==> src/rtl/wb_commit_stage.sv <==
// MEM->WB group register for LANES lanes: squashes lanes younger than the oldest exception,
// suppresses r0/excepting writes, counts retirements. One-cycle latency; in_ready = !held || out_ready.
module wb_commit_stage #(
    parameter int LANES      = 2,
    parameter int ADDR_W     = 5,
    parameter int DATA_W     = 32,
    parameter int CSR_ADDR_W = 14,
    parameter int EXC_W      = 7,
    parameter int CNT_W      = 32
) (
    input  logic                          clk,
    input  logic                          rst,
    input  logic                          flush,
    input  logic [LANES-1:0]              in_valid,
    output logic                          in_ready,
    input  logic [LANES*DATA_W-1:0]       in_pc,
    input  logic [LANES-1:0]              in_rf_we,
    input  logic [LANES*ADDR_W-1:0]       in_rf_addr,
    input  logic [LANES*DATA_W-1:0]       in_rf_data,
    input  logic [LANES-1:0]              in_csr_we,
    input  logic [LANES*CSR_ADDR_W-1:0]   in_csr_addr,
    input  logic [LANES*DATA_W-1:0]       in_csr_data,
    input  logic [LANES-1:0]              in_exc,
    input  logic [LANES*EXC_W-1:0]        in_exc_code,
    input  logic                          out_ready,
    output logic [LANES-1:0]              out_valid,
    output logic [LANES*DATA_W-1:0]       out_pc,
    output logic [LANES-1:0]              out_rf_we,
    output logic [LANES*ADDR_W-1:0]       out_rf_addr,
    output logic [LANES*DATA_W-1:0]       out_rf_data,
    output logic [LANES-1:0]              out_csr_we,
    output logic [LANES*CSR_ADDR_W-1:0]   out_csr_addr,
    output logic [LANES*DATA_W-1:0]       out_csr_data,
    output logic [LANES-1:0]              out_exc,
    output logic [LANES*EXC_W-1:0]        out_exc_code,
    output logic                          exc_fire,
    output logic [CNT_W-1:0]              retire_cnt
);

    localparam logic [CNT_W-1:0] CNT_ONE = {{(CNT_W-1){1'b0}}, 1'b1};

    logic [LANES-1:0]            valid_q, valid_d;
    logic [LANES-1:0]            rf_we_q, rf_we_d;
    logic [LANES-1:0]            csr_we_q, csr_we_d;
    logic [LANES-1:0]            exc_q, exc_d;
    logic [LANES*DATA_W-1:0]     pc_q, pc_d;
    logic [LANES*ADDR_W-1:0]     rf_addr_q, rf_addr_d;
    logic [LANES*DATA_W-1:0]     rf_data_q, rf_data_d;
    logic [LANES*CSR_ADDR_W-1:0] csr_addr_q, csr_addr_d;
    logic [LANES*DATA_W-1:0]     csr_data_q, csr_data_d;
    logic [LANES*EXC_W-1:0]      exc_code_q, exc_code_d;
    logic [CNT_W-1:0]            cnt_q, cnt_d;
    logic                        fire_q, fire_d;

    logic             held, load, drain;
    logic [LANES-1:0] sq_valid, sq_exc, sq_rf_we, sq_csr_we;
    logic             exc_seen;
    logic [CNT_W-1:0] retire_inc;

    assign held     = |valid_q;
    assign in_ready = !held || out_ready;
    assign load     = in_ready && (|in_valid) && !flush;
    assign drain    = held && out_ready;

    // Write enables are qualified at load; valid/exc only ever clear while held, so this stays exact.
    always_comb begin
        sq_valid  = '0;
        sq_exc    = '0;
        sq_rf_we  = '0;
        sq_csr_we = '0;
        exc_seen  = 1'b0;
        for (int i = 0; i < LANES; i++) begin
            if (!exc_seen) begin
                sq_valid[i]  = in_valid[i];
                sq_exc[i]    = in_valid[i] && in_exc[i];
                sq_rf_we[i]  = in_valid[i] && !in_exc[i] && in_rf_we[i]
                               && (in_rf_addr[i*ADDR_W +: ADDR_W] != '0);
                sq_csr_we[i] = in_valid[i] && !in_exc[i] && in_csr_we[i];
                if (in_valid[i] && in_exc[i]) begin
                    exc_seen = 1'b1;
                end
            end
        end
    end

    always_comb begin
        retire_inc = '0;
        for (int i = 0; i < LANES; i++) begin
            if (valid_q[i] && !exc_q[i]) begin
                retire_inc = retire_inc + CNT_ONE;
            end
        end
    end

    always_comb begin
        valid_d    = valid_q;
        rf_we_d    = rf_we_q;
        csr_we_d   = csr_we_q;
        exc_d      = exc_q;
        pc_d       = pc_q;
        rf_addr_d  = rf_addr_q;
        rf_data_d  = rf_data_q;
        csr_addr_d = csr_addr_q;
        csr_data_d = csr_data_q;
        exc_code_d = exc_code_q;
        cnt_d      = cnt_q;
        fire_d     = 1'b0;
        if (flush) begin
            valid_d  = '0;
            rf_we_d  = '0;
            csr_we_d = '0;
            exc_d    = '0;
        end else begin
            if (drain) begin
                cnt_d  = cnt_q + retire_inc;
                fire_d = |exc_q;
            end
            if (load) begin
                valid_d    = sq_valid;
                rf_we_d    = sq_rf_we;
                csr_we_d   = sq_csr_we;
                exc_d      = sq_exc;
                pc_d       = in_pc;
                rf_addr_d  = in_rf_addr;
                rf_data_d  = in_rf_data;
                csr_addr_d = in_csr_addr;
                csr_data_d = in_csr_data;
                exc_code_d = in_exc_code;
            end else if (drain) begin
                valid_d  = '0;
                rf_we_d  = '0;
                csr_we_d = '0;
                exc_d    = '0;
            end
        end
    end

    always_ff @(posedge clk) begin
        if (rst) begin
            valid_q    <= '0;
            rf_we_q    <= '0;
            csr_we_q   <= '0;
            exc_q      <= '0;
            pc_q       <= '0;
            rf_addr_q  <= '0;
            rf_data_q  <= '0;
            csr_addr_q <= '0;
            csr_data_q <= '0;
            exc_code_q <= '0;
            cnt_q      <= '0;
            fire_q     <= 1'b0;
        end else begin
            valid_q    <= valid_d;
            rf_we_q    <= rf_we_d;
            csr_we_q   <= csr_we_d;
            exc_q      <= exc_d;
            pc_q       <= pc_d;
            rf_addr_q  <= rf_addr_d;
            rf_data_q  <= rf_data_d;
            csr_addr_q <= csr_addr_d;
            csr_data_q <= csr_data_d;
            exc_code_q <= exc_code_d;
            cnt_q      <= cnt_d;
            fire_q     <= fire_d;
        end
    end

    assign out_valid    = valid_q;
    assign out_rf_we    = rf_we_q;
    assign out_csr_we   = csr_we_q;
    assign out_exc      = exc_q;
    assign out_pc       = pc_q;
    assign out_rf_addr  = rf_addr_q;
    assign out_rf_data  = rf_data_q;
    assign out_csr_addr = csr_addr_q;
    assign out_csr_data = csr_data_q;
    assign out_exc_code = exc_code_q;
    assign exc_fire     = fire_q;
    assign retire_cnt   = cnt_q;

endmodule
==> config.mk <==
export PLATFORM = sky130hd
export DESIGN_NAME = wb_commit_stage
export DESIGN_NICKNAME = d
export VERILOG_FILES = /design/src/rtl/wb_commit_stage.sv
export SDC_FILE = /design/constraint.sdc
export NUM_CORES = 1
export LEC_CHECK = 0
export BUFFER_PORTS_ARGS = -buffer_cell sky130_fd_sc_hd__buf_2
export CAP_MARGIN = 40
export CORE_AREA = 2 2 208 210
export CTS_CLUSTER_DIAMETER = 30
export CTS_CLUSTER_SIZE = 12
export DETAILED_ROUTE_END_ITERATION = 16
export DIE_AREA = 0 0 210 212
export SETUP_SLACK_MARGIN = 0.2
export SYNTH_ARGS = -nofsm -noshare
export SYNTH_HDL_FRONTEND = slang
export SYNTH_SLANG_ARGS = --single-unit
==> constraint.sdc <==
create_clock -name clk -period 3 [get_ports clk]
set_clock_uncertainty 0.2 [all_clocks]
set_input_delay 0.3 -clock clk [delete_from_list [all_inputs] [get_ports clk]]
set_output_delay 0.3 -clock clk [all_outputs]
set_load 0.05 [all_outputs]
Word level (Yosys, flattened, before mapping). Index checks and enable logic that the tools add are counted.

Register bits: 285. Input bits: 256. Output and inout port bits: 286. Logic and storage cells: 60.

$add $sub $neg: 2. Muxes and demuxes: 12. Bitwise logic cells: 2. Reduce and logical (&&, ||, !) cells: 32.

Operators with widths (count): 32-bit by 1-bit adder with 32-bit output, second input constant (1); 32-bit adder (1); 32-bit 2-to-1 mux (1); 1-bit logical AND (15); 2-bit 2-to-1 mux (5); 5-bit nonzero test (2); 2-bit OR reduction (4); 1-bit logical NOT (6); 1-bit 2-to-1 mux (6); 2-bit AND reduction (2); 3-bit OR reduction (1); 1-bit inverter (2); 2-bit nonzero test (1); 1-bit logical OR (1).

Logic depth before layout (Yosys ltp).
Depth in word-level cells: 6. Depth in mapped cells: 9. Mapped depth without buffers: 8.

Worst setup path after synthesis. OpenSTA, ideal clock, no wires.

Path kind: register to register. From: reg exc_q[0], in the netlist out_exc[0]. To: reg cnt_q[22], in the netlist retire_cnt[22]. Library setup time: 0.121 ns. Data arrival time: 2.757 ns. Slack: -0.078 ns. Stages on the path, launching flop included: 9. Path buffers: 0. Period minus slack after synthesis: 3.078 ns. Cell sequence: dfxtp_1 nor2b_1 ha_1 ha_1 inv_1 fa_1 or4_1 nor4_1 mux2_2.

Word-level cells in the longest chain between the ends: 6.

Ends and longest elaborated chain: start, declared (line 45) `logic [LANES-1:0] exc_q, exc_d;`; start signal, assigned (line 143) `exc_q <= '0;`; start signal, assigned (line 156) `exc_q <= exc_d;`; 1-bit logical NOT (*) (line 89) `if (valid_q[i] && !exc_q[i]) begin`; 1-bit logical AND (*) (line 89); 1-bit 2-to-1 mux (*) (line 89); 32-bit by 1-bit adder with 32-bit output (line 90) `retire_inc = retire_inc + CNT_ONE;`; 32-bit 2-to-1 mux (*) (line 89); 32-bit adder (*) (line 115) `cnt_d = cnt_q + retire_inc;`; end signal, assigned (line 163) `cnt_q <= cnt_d;`; end, declared (line 52) `logic [CNT_W-1:0] cnt_q, cnt_d;`.

Every way passes the cells marked *; elsewhere a longest branch is shown, timed or not. A chain may end at the register's enable or synchronous reset.

Worst setup path in the final report.
From: reg valid_q[0], in the netlist out_valid[0]. To: reg cnt_q[22], in the netlist retire_cnt[22].

Word-level cells in the longest chain between the ends: 5. Elaborated cells on any way between the ends: 8. Those cells by class: 2 x add/sub; 2 x mux; 4 x reduce/logical.

Ends and longest elaborated chain: start, declared (line 42) `logic [LANES-1:0] valid_q, valid_d;`; start signal, assigned (line 153) `valid_q <= valid_d;`; 1-bit logical AND (line 89); 1-bit 2-to-1 mux (line 89); 32-bit by 1-bit adder with 32-bit output (line 90); 32-bit 2-to-1 mux (line 89); 32-bit adder (line 115).

Several ways; a longest one is shown, not always the timed one.

==> flow_summary.json <==
{
  "status": "finished clean",
  "clkSinkCount": 285,
  "fin_nets": 2367,
  "vias": 12300,
  "finalSetupViolCount": 0,
  "final_common_cell": "buf_2",
  "required_ns": 3.25,
  "core_mm2": 0.0425,
  "area_growth_pct": 80.6,
  "insertion_delay_ns": 0.56,
  "layout_common_cells": "buf_2 (540), nand2_1 (500), dfxtp_1 (281)",
  "rows": 76,
  "finalCriticalPeriod_ns": 2.79,
  "syn-num-nets": 1572,
  "hold_violations": 0,
  "cts-root-buf": "clkbuf_16",
  "final_cell_count_no_fill": 2705,
  "met1Wirelength_um": 15900,
  "fp.dieH_um": 212,
  "arrival_ns": 3.04,
  "initial_core_util_pct": 24.5,
  "via_per_inst": 4.55,
  "clock.fmax_mhz": 359,
  "io_buffers": 541,
  "die_area_mm2": 0.0445,
  "drc_errors": 0,
  "synth_ff_type": "dfxtp_1",
  "p_leak_nw": 8.50,
  "synthArstFlopShare_pct": 0,
  "grt_max_degree": 117,
  "dpl.hpwl_um": 25100,
  "antenna_found_initial": 1,
  "dr_wl_met3_um": 3420,
  "min_delay_path_depth": 2,
  "worstHoldPathType": "reg -> reg",
  "reg2reg_depth": 8,
  "ys_types": 41,
  "antenna_left": 0,
  "wl_met2_um": 19900,
  "syn_area_mm2": 0.0104,
  "rsz0062_at_grt": "true",
  "dr.max_layer_used": "met5",
  "die_x_um": 210,
  "worstPathMaxFanout": 5,
  "power_density_mw_per_mm2": 715,
  "critPathKind": "reg -> reg",
  "tritoncts": "yes",
  "p_total_mw": 13.4,
  "maxCapViolCount": 0,
  "drive_above_1_share_pct": 32.7,
  "avgSynthCellArea_um2": 7.93,
  "cts.path.max_buffers": 3,
  "slew_headroom_pct": 46.3,
  "drt_iter0_drc": 723,
  "gr-total-overflow": 0,
  "reg2reg_setup_slack_ns": 0.21,
  "ys_ff_latch": 285,
  "grt_use_total_pct": 17.2,
  "yosys_warnings": 0,
  "clk_pin_slew_ns": 0.04,
  "gp_congestion": 0.810,
  "startpoint_type": "register",
  "htree_levels": 3,
  "synth_edf_count": 0,
  "fin_crit_sh_pct": 92.9,
  "cp-end-kind": "register",
  "diodes": 0,
  "routed_wl_um": 40900,
  "worst_pin_slew_ns": 0.805,
  "grt_pass1_wl_um": 61800,
  "ioPinCount": 542,
  "grt_pass1_vias": 12400,
  "wire_per_inst_um": 15.1,
  "dr.pass1.iters": 5,
  "syn-instance-count": 1312,
  "fin_tns_setup_ns": 0,
  "numCtsBuffers": 70,
  "report.final.slew_viol_count": 0,
  "place_inst": 2315,
  "hold_ws_ns": 0.245,
  "synth-seq-area-share_pct": 54.9,
  "ir_drop_mv": 0.546
}
==> final timing paths <==
path / startpoint / endpoint
max: out_valid[0] / retire_cnt[22]
min: out_csr_data[8] / out_csr_data[8]
max reg2reg: out_valid[0] / retire_cnt[22]
min reg2reg: out_csr_data[8] / out_csr_data[8]
==> timing repair <==
action,CTS,global route
pin swaps,1,1
resized for setup,6,13
endpoints found under the hold margin,269,0
setup buffers,0,1
hold buffers,265,0
endpoints found under the setup margin,11,12
gates cloned,0,0
==> state kept, by name (all words and copies together), names as in the netlist <==
name          count
out_rf_we         2
out_exc           2
out_valid         2
out_pc           64
out_rf_data      64
out_csr_addr     28
retire_cnt       32
out_exc_code     14
out_csr_data     64
exc_fire          1
out_rf_addr      10
out_csr_we        2
==> worst max-delay path, stage by stage, from the launching register on <==
cell     delay [ns]
dfxtp_4        0.35
nor2b_4        0.13
ha_4           0.26
ha_4           0.12
inv_2          0.03
fa_2           0.37
or4_4          0.58
nor4_4         0.32
mux2_4         0.32
==> cells in the mapped netlist (3+ instances only) <==
master	count	area, um2
nand2_1	500	1880
dfxtp_1	285	5710
a21oi_1	270	1350
clkbuf_1	89	334
nor2_1	20	75.1
nand3_1	17	85.1
or4_1	15	113
nor2b_1	14	87.6
nor4_1	13	81.3
o31ai_1	11	82.6
inv_1	9	33.8
mux2_2	9	101
or3_1	9	56.3
o21ai_0	7	35.0
nand4_1	5	31.3
xnor2_1	4	35.0
and4_1	3	26.3
ha_1	3	37.5
==> per-stage QoR <==
stage	util (%)	setup WS, ns	area [um2]
final	44.2	0.212	18800
after global routing	44.2	0.153	18800
after CTS	44.0	0.229	18700
after detailed placement	32.1	0.103	13600
after global placement	32.1	0.128	13600
after floorplan	-	0.180	10400
==> cell type report <==
class / count / area (um2)
well taps: 546 / 683
flip-flops and latches: 285 / 5720
fillers: 3892 / 23700
clock buffers: 99 / 2090
repair buffers: 821 / 5610
inverters: 9 / 33.8
clock inverters: 25 / 289
multi-input cells: 920 / 4360
==> per-layer routing <==
| metal | vias to the layer above | global-route usage, % |
|---|---|---|
| met5 | - | 0 |
| met4 | 2 | 8.71 |
| met3 | 121 | 6.51 |
| met2 | 566 | 29.9 |
| li1 | 5941 | - |
| met1 | 5676 | 18.4 |
==> where the power goes <==
group          switching, mW  leakage [nW]  internal [mW]
combinational           1.26          5.00          0.637
clock                   2.22          1.16           5.21
sequential            0.0988          2.34           3.99
==> kinds of logic (layout without fill, tap and decap cells) <==
kind of cell	after synthesis	after routing	share of synthesized area, %
buffers and inverters	107	954	4.31
adders and majority gates	4	4	0.554
DFF	285	285	54.9
and+or+nand+nor	609	609	24.4
muxes	10	10	1.08
xor gates and xnor gates	4	4	0.337
AOI/OAI and AO/OA	293	293	14.5
No activity file was read; power rests on OpenSTA's default activity.
